==> src/rtl/pc_gen.sv <==
// Fetch-stage program-counter generator: reset vector, stall-held pending redirect,
// exception entry/EPC/ERET. Optional misaligned-target trap enabled by PC_ALIGN_CHK_EN.
module pc_gen #(
    parameter int unsigned           WIDTH    = 32,
    parameter logic [WIDTH-1:0]      RESET_PC = 32'h0000_3000,
    parameter logic [WIDTH-1:0]      EXC_VEC  = 32'h0000_4180,
    parameter int unsigned           STEP     = 4
) (
    input  logic             clk,
    input  logic             reset,
    input  logic             stall,
    input  logic             change,
    input  logic [WIDTH-1:0] npc,
    input  logic             exc_req,
    input  logic [WIDTH-1:0] exc_epc,
    input  logic             eret,
    output logic [WIDTH-1:0] pc,
    output logic [WIDTH-1:0] pc_4add,
    output logic [WIDTH-1:0] epc,
    output logic             in_exc,
`ifdef PC_ALIGN_CHK_EN
    output logic             align_err,
`endif
    output logic             pend_vld
);

    localparam logic [WIDTH-1:0] STEP_W = WIDTH'(STEP);
`ifdef PC_ALIGN_CHK_EN
    localparam logic [WIDTH-1:0] ALIGN_MASK = STEP_W - WIDTH'(1);
`endif

    logic [WIDTH-1:0] pc_d, pc_q;
    logic [WIDTH-1:0] epc_d, epc_q;
    logic [WIDTH-1:0] pend_npc_d, pend_npc_q;
    logic             in_exc_d, in_exc_q;
    logic             pend_vld_d, pend_vld_q;
    logic             align_err_d, align_err_q;
    logic [WIDTH-1:0] tgt;

    assign pc_4add = pc_q + STEP_W;

    always_comb begin
        pc_d        = pc_q;
        epc_d       = epc_q;
        pend_npc_d  = pend_npc_q;
        in_exc_d    = in_exc_q;
        pend_vld_d  = pend_vld_q;
        align_err_d = 1'b0;
        // A live redirect always wins over one parked during a stall.
        tgt         = change ? npc : pend_npc_q;

        if (exc_req) begin
            pc_d       = EXC_VEC;
            epc_d      = exc_epc;
            in_exc_d   = 1'b1;
            pend_vld_d = 1'b0;
        end else if (eret) begin
            pc_d       = epc_q;
            in_exc_d   = 1'b0;
            pend_vld_d = 1'b0;
        end else if (stall) begin
            if (change) begin
                pend_npc_d = npc;
                pend_vld_d = 1'b1;
            end
        end else if (change || pend_vld_q) begin
            pend_vld_d = 1'b0;
`ifdef PC_ALIGN_CHK_EN
            if ((tgt & ALIGN_MASK) != '0) begin
                pc_d        = EXC_VEC;
                epc_d       = tgt;
                in_exc_d    = 1'b1;
                align_err_d = 1'b1;
            end else begin
                pc_d = tgt;
            end
`else
            pc_d = tgt;
`endif
        end else begin
            pc_d = pc_4add;
        end
    end

    always_ff @(posedge clk) begin
        if (reset) begin
            pc_q        <= RESET_PC;
            epc_q       <= '0;
            pend_npc_q  <= '0;
            in_exc_q    <= 1'b0;
            pend_vld_q  <= 1'b0;
            align_err_q <= 1'b0;
        end else begin
            pc_q        <= pc_d;
            epc_q       <= epc_d;
            pend_npc_q  <= pend_npc_d;
            in_exc_q    <= in_exc_d;
            pend_vld_q  <= pend_vld_d;
            align_err_q <= align_err_d;
        end
    end

    assign pc       = pc_q;
    assign epc      = epc_q;
    assign in_exc   = in_exc_q;
    assign pend_vld = pend_vld_q;
`ifdef PC_ALIGN_CHK_EN
    assign align_err = align_err_q;
`else
    logic unused_align;
    assign unused_align = align_err_q;
`endif

endmodule

==> config.mk <==
export PLATFORM = sky130hd
export DESIGN_NAME = pc_gen
export DESIGN_NICKNAME = d
export VERILOG_FILES = /design/src/rtl/pc_gen.sv
export SDC_FILE = /design/constraint.sdc
export NUM_CORES = 1
export LEC_CHECK = 0
export CORE_ASPECT_RATIO = 1.1
export CORE_MARGIN = 8
export CORE_UTILIZATION = 44
export CTS_BUF_LIST = sky130_fd_sc_hd__clkbuf_8
export DETAILED_ROUTE_END_ITERATION = 8
export GPL_ROUTABILITY_DRIVEN = 0
export HOLD_SLACK_MARGIN = 0.12
export PLACE_DENSITY = 0.8
export SLEW_MARGIN = 40
export SYNTH_ARGS = -nofsm -noshare
export SYNTH_HDL_FRONTEND = slang
export SYNTH_SLANG_ARGS = --single-unit
==> constraint.sdc <==
create_clock -name clk -period 2.4 [get_ports clk]
set_clock_uncertainty 0.2 [all_clocks]
set_input_delay 0.48 -clock clk [delete_from_list [all_inputs] [get_ports clk]]
set_output_delay 0.48 -clock clk [all_outputs]
set_load 0.005 [all_outputs]
; ---- Word level (Yosys, flattened, before mapping)
; Cells that the tools add are included.
[classes]
n_addsub = 1
eq_ne = 3
n_mux = 10
bitwise = 2
n_reduce_logical = 7
[op_table]
columns = cell, n
row1 = 2-to-1 mux 32 bit, 4
row2 = "adder 32 x 3 -> 32 bit, second input constant", 1
row3 = 2-to-1 mux 15 bit, 1
row4 = 2-to-1 mux 1 bit, 5
row5 = "inequality test 2 x 1 -> 1 bit, second input constant", 2
row6 = nonzero test 2 bit, 2
row7 = "inequality test 3 x 1 -> 1 bit, second input constant", 1
row8 = AND reduction 3 bit, 1
row9 = OR reduction 3 bit, 1
row10 = inverter 1 bit, 2
row11 = AND reduction 2 bit, 1
row12 = OR reduction 2 bit, 1
row13 = logical OR 1 bit, 1
[totals]
ff_bits = 98
inputBits = 70
wordCells = 29

; ---- Longest topological paths before layout
; Gate-level depths: netlist of the first run.
[logic_depth]
ltp_word = 5
depth_mapped = 8

; ---- Least setup slack after synthesis of the first run
; Ideal clock, no wire load.
[synth_timing]
path_kind = register to output
start = register pc_q[2] (netlist: pc[2])
end = output pc_4add[28]
arrival_ns = 1.706
t_required_ns = 1.720
setup_slack_ns = 0.014
stages_incl_launch_ff = 6
path_cell_list = dfxtp_1 -> ha_1 -> and4_1 -> nand4_1 -> nor3_1 -> xor2_1
[synth_between]
elab_chain_len = 1
[synth_lines]
columns = element, line_no
row1 = start: declaration, 32  ; logic [WIDTH-1:0] pc_d, pc_q;
row2 = start signal: assignment, 94  ; pc_q <= pc_d;
row3 = adder 32 x 3 -> 32 bit, 40  ; assign pc_4add = pc_q + STEP_W;
row4 = end: declaration, 18  ; output logic [WIDTH-1:0] pc_4add,
; No other way between the ends.

; ---- Worst setup path in the final report of the first run
[layout_timing]
start = register pc_q[13] (netlist: pc[13])
end = output pc_4add[19]
; Same word-level chain as after synthesis.

==> results of run 1 <==
[synth_stat cells (4+ instances only)]
cell / number / area [sq um]
sky130_fd_sc_hd__nand4_1: 11 / 68.8
sky130_fd_sc_hd__a31oi_1: 8 / 50.1
sky130_fd_sc_hd__o221ai_1: 4 / 35.0
sky130_fd_sc_hd__buf_1: 8 / 30.0
sky130_fd_sc_hd__nand2_1: 118 / 443
sky130_fd_sc_hd__a211oi_1: 4 / 30.0
sky130_fd_sc_hd__nor3_1: 16 / 80.1
sky130_fd_sc_hd__nand3b_1: 5 / 37.5
sky130_fd_sc_hd__mux2_2: 7 / 78.8
sky130_fd_sc_hd__nor4_1: 8 / 50.1
sky130_fd_sc_hd__xor2_1: 11 / 96.3
sky130_fd_sc_hd__and3_1: 6 / 37.5
sky130_fd_sc_hd__o211ai_1: 5 / 37.5
sky130_fd_sc_hd__and4_1: 4 / 35.0
sky130_fd_sc_hd__mux2i_1: 41 / 410
sky130_fd_sc_hd__clkbuf_1: 43 / 161
sky130_fd_sc_hd__a21oi_1: 73 / 365
sky130_fd_sc_hd__nand2b_1: 6 / 37.5
sky130_fd_sc_hd__dfxtp_1: 98 / 1960
sky130_fd_sc_hd__xnor2_1: 15 / 131
sky130_fd_sc_hd__nor2_1: 54 / 203
sky130_fd_sc_hd__nand3_1: 18 / 90.1
sky130_fd_sc_hd__inv_1: 10 / 37.5
sky130_fd_sc_hd__buf_4: 4 / 30.0
sky130_fd_sc_hd__o21ai_0: 41 / 205
sky130_fd_sc_hd__o22ai_1: 8 / 50.1
[metal layers]
metal,share of wire,track usage,wire length [um],vias to the layer above
met5,0,0,0,-
met4,0.088,0.206,2300,0
met3,0.13,0.0838,3300,231
met2,0.45,0.483,11700,686
met1,0.34,0.346,8880,3191
li1,-,-,-,2941
[how the worst max path moves through the flow]
stage | end | slack (ps) | cells after the start
floorplan | pc_4add[28] | 10 | 5
global placement | pc_4add[22] | -360 | 7
detailed placement | pc_4add[23] | -410 | 5
CTS | pc_4add[24] | -360 | 8
global route | pc_4add[28] | -510 | 7
finish | pc_4add[19] | -500 | 7
[logic make-up (layout without fill, tap and decap cells)]
family	after synthesis	after routing	synth area share
AOI/OAI and AO/OA	173	173	0.197
adders and majority gates	1	1	0.00238
xor gates and xnor gates	26	26	0.0434
DFF	98	98	0.374
buffers and inverters	70	345	0.0551
muxes	48	48	0.0932
and+or+nand+nor	266	266	0.235
[power breakdown]
part,switching (mW),internal [mW],total (mW)
clock network,0.638,0.693,1.33
registers,0.0670,1.70,1.76
logic,0.430,0.441,0.871
[cell type report]
| cell class | count | area share |
|---|---|---|
| Clock inverter | 7 | 0.0136 |
| Sequential cell | 98 | 0.231 |
| Clock buffer | 9 | 0.0144 |
| Tap cell | 154 | 0.0223 |
| Timing Repair Buffer | 318 | 0.323 |
| Multi-Input combinational cell | 514 | 0.390 |
| Inverter | 11 | 0.00479 |
[placed cells by master (no fill, tap or decap), drive strengths merged, types with 8 or more instances in the layout]
| cell | synthesis | final |
|---|---|---|
| clkbuf | 44 | 10 |
| xnor2 | 15 | 15 |
| nor3 | 16 | 16 |
| dfxtp | 98 | 98 |
| xor2 | 11 | 11 |
| clkdlybuf4s50 | 0 | 136 |
| inv | 10 | 10 |
| nand3 | 18 | 18 |
| o21ai | 41 | 41 |
| nor4 | 8 | 8 |
| buf | 15 | 178 |
| a21oi | 73 | 73 |
| nor2 | 54 | 54 |
| nand4 | 11 | 11 |
| nand2 | 120 | 120 |
| a31oi | 8 | 8 |
| mux2i | 41 | 41 |
| o22ai | 8 | 8 |
[state kept, by name (all words and copies together), names as in the netlist, named ones only]
register and flops:
pend_vld 1, epc 32, pc 30, in_exc 1
pend_npc_q 32
[critical path, stage by stage (launching register included)]
cell and delay [ps]:
sky130_fd_sc_hd__dfxtp_2 400, sky130_fd_sc_hd__and4_4 270, sky130_fd_sc_hd__buf_6 130, sky130_fd_sc_hd__nand2_4 110, sky130_fd_sc_hd__buf_6 160, sky130_fd_sc_hd__o31a_1 300, sky130_fd_sc_hd__or2_2 310, sky130_fd_sc_hd__buf_2 150
[stage by stage]
step	utilization	setup WS [ps]
after global routing	0.730	-512
after detailed placement	0.654	-415
after CTS	0.710	-357
after global placement	0.654	-355
after floorplan	-	14.0
final	0.730	-505
[what timing repair did]
item	in CTS	in global routing
resized for setup	186	30
gates cloned	0	0
pin swaps	40	35
endpoints found under the setup margin	28	27
buffers inserted	25	17
==> impl_metrics.yaml, run 1 <==
clock_tree:
  clkLatencyLatePin_ps: 400
  holdBufCountCts: 0
  cts.clk_slew.worst_paths_ps: 100
  cts.sinks: 98
  cts_tree: "built"
  cts.htree.levels: 3
  cts-root-to-sink-buffers: 2
  tritoncts.num_buffers: 9
  cts-root-buf: "sky130_fd_sc_hd__clkbuf_8"
routing:
  drt_wl_total_mm: 26.2
  detail_route.wl_per_cell_um: 23.6
  route.detailed.drc: 1
  drtPass1Iterations: 9
  vias: 7049
  drtIter0Drc: 1022
  avgViaCountPerCell: 6.34
  route.antenna.remaining_nets: 0
finish:
  seqCellArea_sq_um: 2000
  multiInputGateArea_sq_um: 3360
  nFillCells: 776
  layout.cell_area.non_filler_sq_um: 8630
  n_antenna_cell: 0
  fin_cells: 1111
  finalNetCount: 1023
  drive_gt1_frac: 0.292
  layout-area-overhead-vs-synth_pct: 64.4
synthesis:
  async_flop_share: 0
  synthFlopType: "sky130_fd_sc_hd__dfxtp_1"
  synth_enable_flop_cells: 0
  synth.cell_area_sq_um: 5250
  yosys_register_bits: 98
  post_synthesis_sequential_area_ratio: 0.374
  ys.warnings.count: 0
  syn_area_per_cell_sq_um: 7.69
  post_synth_inst_count: 682
  postSynthNetCount: 753
  synthDistinctLibCells: 61
sta:
  worst_hold_slack_ps: 257
  worst-slew-pin-transition_ps: 636
  max_freq_ghz: 0.344
  slew_limit_headroom: 0.572
  final.setup.worst_slack_ps: -505
  timing_max_transition_violations_final: 0
  setup_viol: 23
  summed_negative_setup_slack_over_all_endpoints_ps: -6290
  finalHoldViolations: 0
  final_min_period_over_clock_period: 1.21
  finalCriticalPeriod_ps: 2900
  rsz0062_at_grt: "true"
placed_design:
  place_inst: 1055
  io_buffers: 167
  place_hpwl_mm: 16.0
  placed_area_sq_um: 7740
power_and_ir_drop:
  static_leak_nw: 3.68
  report.power.total_mw: 3.96
  ir_drop_mv: 0.407
  power_density_nw_per_um2: 460
worst_setup_path:
  timing.critical_path.fanout_max: 6
  required_ps: 1720
  worst_r2r_startpoint: "pc[13]$_SDFFE_PP1P_"
  setup.worst_path.start_class: "flip-flop"
  r2r_endpoint: "pc[25]$_SDFFE_PP0P_"
  reg2reg_setup_slack_ps: 30
  worst-r2r-cell-count: 7
  crit_type: "reg -> out"
  data_arrival_critical_path_ps: 2220
  crit_path_start: "pc[13]$_SDFFE_PP1P_"
  crit_path_end_kind: "primary output"
floorplan:
  num_rows: 42
  floorplan.die.width_um: 120
  floorplan.core_area_sq_um: 11800
  floorplan.die.height_um: 131
  initial_utilization: 0.444
  floorplan.die_area_sq_um: 15700
  pin_count: 168
min_path:
  holdCritStartpoint: "pend_npc_q[6]$_SDFFE_PP0P_"
  whs_path_depth: 2
  hold_path.class: "reg -> reg"
  whs_endpoint: "pend_npc_q[6]$_SDFFE_PP0P_"
run_status:
  failed_checks: "DRC, setup timing"
  outcome: "finished, violations left"
global_route:
  grt_max_degree: 53
  global_route.overflow_total: 0
  number_of_antenna_violations_at_the_first_check_in_global_routing: 0
  number_of_global_route_vias_before_repair: 6727
  global_route_wire_length_before_repair_mm: 37.2
  gr-usage-all-layers: 0.301
run:
  max_cap_viol_count: 0
Note: power is estimated with default switching activity, not from simulation.
==> run 2, diff against run 1 <==
--- a/config.mk
+++ b/config.mk
@@ -7,7 +7,7 @@
 export LEC_CHECK = 0
 export CORE_ASPECT_RATIO = 1.1
 export CORE_MARGIN = 8
-export CORE_UTILIZATION = 44
+export CORE_UTILIZATION = 46
 export CTS_BUF_LIST = sky130_fd_sc_hd__clkbuf_8
 export DETAILED_ROUTE_END_ITERATION = 8
 export GPL_ROUTABILITY_DRIVEN = 0
==> constraint.sdc (replaced) <==
create_clock -name clk -period 3.3 [get_ports clk]
set_clock_uncertainty 0.2 [all_clocks]
set_input_delay 0.66 -clock clk [delete_from_list [all_inputs] [get_ports clk]]
set_output_delay 0.66 -clock clk [all_outputs]
set_load 0.005 [all_outputs]
==> run 2 against run 1 <==
  * Largest cell class unchanged
  * Sequential share of layout area up 3.0 points
  * First-iteration DRC count decreased by 42%
  * Clock-buffer cell count grew 1
  * Flip-flop and latch count stayed put
  * Core utilization is 5.5 points lower
  * Clock power down 35%
  * Register-to-register slack better by 980 ps
  * Combinational power fell by 38%
  * The flow now finishes without violations
  * Critical path depth decreased by 2
  * Wire length fell by 23%
  * Die area decreased by 3.8%
  * Largest power group unchanged
  * Worst hold slack worse by 1.2 ps
  * Critical path type unchanged
==> impl_metrics.yaml, run 2 (same netlist as run 1, synthesis figures left out) <==
run_status:
  outcome: "completed"
global_route:
  global_route.overflow_total: 0
  global_route_wire_length_before_repair_mm: 30.8
  number_of_antenna_violations_at_the_first_check_in_global_routing: 0
  grt_max_degree: 72
  number_of_global_route_vias_before_repair: 5664
  gr-usage-all-layers: 0.252
worst_setup_path:
  data_arrival_critical_path_ps: 2430
  critical_path.slowest_cell: "sky130_fd_sc_hd__or4_4"
  max_stage_delay_ps: 570
  timing.critical_path.fanout_max: 7
  setup.worst_path.start_class: "flip-flop"
  timing.critical_path.max_delay_family: "simple AND/OR/NAND/NOR gates"
  cp.buffers_inverters: 1
  required_ps: 2440
  crit_path_end_kind: "primary output"
  crit_type: "reg -> out"
  crit_path_cells: "and4_4, nand2_4, or4_4, xnor2_1, clkdlybuf4s50_1"
sta:
  final_min_period_over_clock_period: 0.997
  slew_limit_headroom: 0.475
  worst_hold_slack_ps: 256
  finalCriticalPeriod_ps: 3290
  timing_max_transition_violations_final: 0
  finalHoldViolations: 0
  worst-slew-pin-transition_ps: 785
  max_freq_ghz: 0.304
  final.setup.worst_slack_ps: 11.1
  setup_viol: 0
  summed_negative_setup_slack_over_all_endpoints_ps: 0
routing:
  route.detailed.drc: 0
  vias: 5918
  detail_route.wl_per_cell_um: 20.0
  drtIter0Drc: 593
  drtPass1Iterations: 5
  route.antenna.remaining_nets: 0
  avgViaCountPerCell: 5.89
  drt_wl_total_mm: 20.1
placed_design:
  place_hpwl_mm: 14.5
  place_inst: 980
  io_buffers: 167
  pre_cts_slack_ps: 164
floorplan:
  pin_count: 168
  floorplan.core_area_sq_um: 11300
  initial_utilization: 0.465
  floorplan.die.width_um: 118
  num_rows: 41
  floorplan.die.height_um: 128
  floorplan.die_area_sq_um: 15100
finish:
  final_common_cell: "sky130_fd_sc_hd__clkdlybuf4s50_1"
  nFillCells: 924
  n_antenna_cell: 0
  layout-area-overhead-vs-synth_pct: 45.0
  layout_common_cells: "sky130_fd_sc_hd__clkdlybuf4s50_1, sky130_fd_sc_hd__nand2_1, sky130_fd_sc_hd__dfxtp_1, sky130_fd_sc_hd__a21oi_1, sky130_fd_sc_hd__nor2_1"
  fin_cells: 1005
  finalNetCount: 921
  multiInputGateArea_sq_um: 3130
  drive_gt1_frac: 0.138
  seqCellArea_sq_um: 1990
power_and_ir_drop:
  static_leak_nw: 2.91
  ir_drop_mv: 0.182
  power_density_nw_per_um2: 354
run:
  max_cap_viol_count: 0
clock_tree:
  cts-root-buf: "sky130_fd_sc_hd__clkbuf_8"
  clkLatencyLatePin_ps: 380
  cts.clk_slew.worst_paths_ps: 90
  cts_tree: "built"
  holdBufCountCts: 0
  cts.htree.levels: 3
  cts.sinks: 98
  cts-root-to-sink-buffers: 2
  tritoncts.num_buffers: 9
min_path:
  hold_path.class: "reg -> reg"
## run 2: cell count changes in the layout (fill, tap and decap cells not counted), sizes merged
cell / before / now
dlymetal6s2s: 0 / 5
inv: 10 / 11
dlygate4sd2: 3 / 2
buf: 178 / 52
clkdlybuf4s50: 136 / 157
clkinv: 5 / 3
bufinv: 3 / 2
clkinvlp: 0 / 1
## run 2: final timing paths
path	startpoint	to	slack [ps]	cells past startpoint
hold / removal	pend_npc_q[18]$_SDFFE_PP0P_	pend_npc_q[18]$_SDFFE_PP0P_	260	2
setup / recovery	pc[11]$_SDFFE_PP0P_	pc_4add[23]	10	5
setup reg to reg	pend_vld$_SDFFE_PP0P_	pc[17]$_SDFFE_PP0P_	1010	6
hold reg to reg	pend_npc_q[18]$_SDFFE_PP0P_	pend_npc_q[18]$_SDFFE_PP0P_	260	2
## run 2: worst min-delay path, cell delays in order (launching register included)
cell	delay (ps)
sky130_fd_sc_hd__dfxtp_1	320
sky130_fd_sc_hd__nand2_1	50
sky130_fd_sc_hd__a21oi_1	50
## run 2: stage by stage
| stage | cell area [sq um] | utilization | power, mW |
|---|---|---|---|
| 2_1_floorplan | 5250 | - | 1.52 |
| 3_3_place_gp | 7150 | 0.633 | 1.82 |
| 3_5_place_dp | 7150 | 0.633 | 1.83 |
| 4_1_cts | 7470 | 0.662 | 2.68 |
| 5_1_grt | 7610 | 0.674 | 2.79 |
| 6_report | 7610 | 0.674 | 2.69 |
## run 2: power by group
group          switching [mW]  internal [mW]
sequential             0.0518           1.23
clock                   0.428          0.443
combinational           0.255          0.282
total                   0.734           1.96
## run 2: per-layer routing
layer | track usage | vias to the layer above | part of all wire
met5 | 0 | - | 0
met4 | 0.125 | 0 | 0.036
met3 | 0.0423 | 64 | 0.080
met2 | 0.420 | 366 | 0.49
met1 | 0.310 | 2743 | 0.39
li1 | - | 2745 | -
## run 2: layout make-up
type,instances,share of cell area
tap,150,0.0247
timing repair buffer,216,0.268
sequential,98,0.262
clock buffer,10,0.0181
multi-input combinational,514,0.411
inverter,11,0.00543
clock inverter,6,0.0107
## run 2: timing repair
item / in CTS / in global routing
pin swaps: 0 / 6
cloned: 0 / 0
setup endpoints to repair: 15 / 14
endpoints found under the hold margin: 0 / 0
setup buffers: 5 / 4
resized for setup: 30 / 31
==> run 3, diff against run 2 <==
--- a/config.mk
+++ b/config.mk
@@ -5,6 +5,7 @@
 export SDC_FILE = /design/constraint.sdc
 export NUM_CORES = 1
 export LEC_CHECK = 0
+export ABC_AREA = 1
 export CORE_ASPECT_RATIO = 1.1
 export CORE_MARGIN = 8
 export CORE_UTILIZATION = 46
==> run 3 against run 2 <==
  * Final cell count is 6.9% higher
  * Register-to-register slack gained 470 ps
  * Worst setup slack gained 180 ps
  * Sequential share of layout area grew 1.0 points
  * Combinational power shrank 0.9%
  * First-iteration DRC count shrank 29%
==> impl_metrics.yaml, run 3 <==
sta:
  timing_max_transition_violations_final: 0
  final_min_period_over_clock_period: 0.942
  summed_negative_setup_slack_over_all_endpoints_ps: 0
  finalHoldViolations: 0
  rsz0062_at_grt: "false"
  final.setup.worst_slack_ps: 193
  finalCriticalPeriod_ps: 3110
  max_freq_ghz: 0.322
  setup_viol: 0
  slew_limit_headroom: 0.666
  worst-slew-pin-transition_ps: 499
worst_setup_path:
  critical_path.slowest_cell: "sky130_fd_sc_hd__clkdlybuf4s50_1"
  max_stage_delay_ps: 510
  reg2reg_setup_slack_ps: 1480
  setup.worst_path.start_class: "flip-flop"
  required_ps: 2440
  crit_path_cells: "ha_2, nand2_2, nor2_2, nand2_4, nor2_2, nand3_1, nand2_1, clkdlybuf4s50_1"
  worst-r2r-cell-count: 10
  data_arrival_critical_path_ps: 2250
  r2r_endpoint: "pc[12]$_SDFFE_PP1P_"
  critical-path-top-cell-by-count: "sky130_fd_sc_hd__nor2_2"
  crit_type: "reg -> out"
  worst_r2r_startpoint: "pc[2]$_SDFFE_PP0P_"
  timing.critical_path.fanout_max: 5
  crit_path_end_kind: "primary output"
placed_design:
  place_hpwl_mm: 13.5
  pre_cts_slack_ps: 548
  io_buffers: 167
synthesis:
  synthDistinctLibCells: 37
  yosysMostFrequentCell: "sky130_fd_sc_hd__nand2_1"
  ys.warnings.count: 0
  syn_area_per_cell_sq_um: 6.81
  synth_enable_flop_cells: 0
  async_flop_share: 0
  yosys.area.top_type_share: 0.375
  post_synth_inst_count: 768
  synth_largest_area_cell: "sky130_fd_sc_hd__dfxtp_1"
  synth.top_cells.by_count: "sky130_fd_sc_hd__nand2_1, sky130_fd_sc_hd__nor2_1, sky130_fd_sc_hd__dfxtp_1"
  postSynthNetCount: 839
  synth.cell_area_sq_um: 5230
  synthFlopType: "sky130_fd_sc_hd__dfxtp_1"
  post_synthesis_sequential_area_ratio: 0.375
  yosys_register_bits: 98
  yosys-top-cells-area: "sky130_fd_sc_hd__dfxtp_1, sky130_fd_sc_hd__nand2_1, sky130_fd_sc_hd__o21ai_0, sky130_fd_sc_hd__nor2_1, sky130_fd_sc_hd__a21oi_1"
global_route:
  global_route_wire_length_before_repair_mm: 28.0
  gr-usage-all-layers: 0.230
  number_of_global_route_vias_before_repair: 5324
  grt_max_degree: 39
  global_route.overflow_total: 0
  number_of_antenna_violations_at_the_first_check_in_global_routing: 0
power_and_ir_drop:
  static_leak_nw: 2.87
  ir_drop_mv: 0.223
  power_density_nw_per_um2: 366
finish:
  layout_common_cells: "sky130_fd_sc_hd__nand2_1, sky130_fd_sc_hd__clkdlybuf4s50_1, sky130_fd_sc_hd__nor2_1, sky130_fd_sc_hd__dfxtp_1, sky130_fd_sc_hd__o21ai_0"
  final_common_cell: "sky130_fd_sc_hd__nand2_1"
  n_antenna_cell: 0
  finalNetCount: 990
  multiInputGateArea_sq_um: 2900
  seqCellArea_sq_um: 1960
  drive_gt1_frac: 0.0866
  nFillCells: 1018
  layout-area-overhead-vs-synth_pct: 38.1
clock_tree:
  post-cts-setup-buffers: 0
  cts-root-buf: "sky130_fd_sc_hd__clkbuf_8"
  cts-root-to-sink-buffers: 2
  cts.sinks: 98
  holdBufCountCts: 0
  cts.htree.levels: 3
  clkLatencyLatePin_ps: 380
  post_cts.resized_instances: 0
  tritoncts.num_buffers: 9
  cts.clk_slew.worst_paths_ps: 100
  cts_tree: "built"
floorplan:
  floorplan.die.height_um: 128
  num_rows: 41
  pin_count: 168
  floorplan.die_area_sq_um: 15000
  floorplan.die.width_um: 118
  floorplan.core_area_sq_um: 11300
  initial_utilization: 0.463
routing:
  vias: 5600
  avgViaCountPerCell: 5.21
  route.detailed.drc: 0
  detail_route.wl_per_cell_um: 16.4
  route.antenna.remaining_nets: 0
  drtIter0Drc: 420
  drt_wl_total_mm: 17.7
  drtPass1Iterations: 5
min_path:
  whs_path_depth: 2
  hold_path.class: "reg -> reg"
  holdCritStartpoint: "in_exc$_SDFFE_PP0P_"
  whs_endpoint: "in_exc$_SDFFE_PP0P_"
run_status:
  outcome: "completed"
run:
  max_cap_viol_count: 0
run 3: cell count changes after synthesis, moves of 15 or more:
cell                       delta
sky130_fd_sc_hd__o21ai_0     +54
sky130_fd_sc_hd__buf_2       +17
sky130_fd_sc_hd__mux2i_1     -33
sky130_fd_sc_hd__nor3_1      -15
sky130_fd_sc_hd__inv_1       +31
sky130_fd_sc_hd__nand2_1     +78
sky130_fd_sc_hd__nor2_1      +60
sky130_fd_sc_hd__a21oi_1     -21
sky130_fd_sc_hd__clkbuf_1    -21
run 3: worst max-delay path, delay by kind of cell (launching register included):
family / cells / cell delay, ps
AND/OR/NAND/NOR: 6 / 700
buffers and inverters: 1 / 510
flip-flops: 1 / 410
adder cells (fa/ha/maj): 1 / 240
run 3: final cells by class:
type	count	share of cell area
clock buffers	10	0.0191
clock inverters	6	0.00815
inverters	45	0.0234
multi-input cells	580	0.401
flip-flops and latches	98	0.272
well taps	150	0.0260
repair buffers	185	0.250
run 3: worst max path at each step:
stage,start,to,slack (ps)
floorplan,pc[3]$_SDFFE_PP0P_,pc_4add[12],1170
global placement,pc[3]$_SDFFE_PP0P_,pc_4add[28],590
detailed placement,pc[3]$_SDFFE_PP0P_,pc_4add[28],550
CTS,pc[3]$_SDFFE_PP0P_,pc_4add[28],120
global route,pc[2]$_SDFFE_PP0P_,pc_4add[30],8
finish,pc[2]$_SDFFE_PP0P_,pc_4add[28],190
run 3: cell families (layout without fill, tap and decap cells):
family,after synthesis,count (layout),share of synthesized area
simple gates,368,368,0.307
compound gates,190,190,0.198
flops,98,98,0.375
buf+inv,90,246,0.0713
xor+xnor,13,13,0.0304
mux,8,8,0.0153
fa+ha+maj,1,1,0.00239
run 3: stage by stage:
stage / area [sq um] / instances / util / total power [mW] / hold slack [ps]
2_1_floorplan: 5230 / 768 / - / 1.56 / 224
3_3_place_gp: 7020 / 1058 / 0.622 / 1.86 / 241
3_5_place_dp: 7020 / 1058 / 0.622 / 1.87 / 247
4_1_cts: 7210 / 1074 / 0.639 / 2.64 / 259
5_1_grt: 7220 / 1074 / 0.640 / 2.76 / 275
6_report: 7220 / 1074 / 0.640 / 2.64 / 264
run 3: where the power goes:
group	total [mW]	internal (mW)	switching, mW
clock	0.792	0.366	0.426
sequential	1.32	1.25	0.0658
combinational	0.531	0.276	0.255
total	2.64	1.89	0.747
run 3: routing by layer:
metal / vias up / share of wire / GRT usage
li1: 2806 / - / -
met1: 2563 / 0.42 / 0.286
met2: 206 / 0.48 / 0.382
met3: 25 / 0.078 / 0.0573
met4: 0 / 0.020 / 0.0747
met5: - / 0 / 0
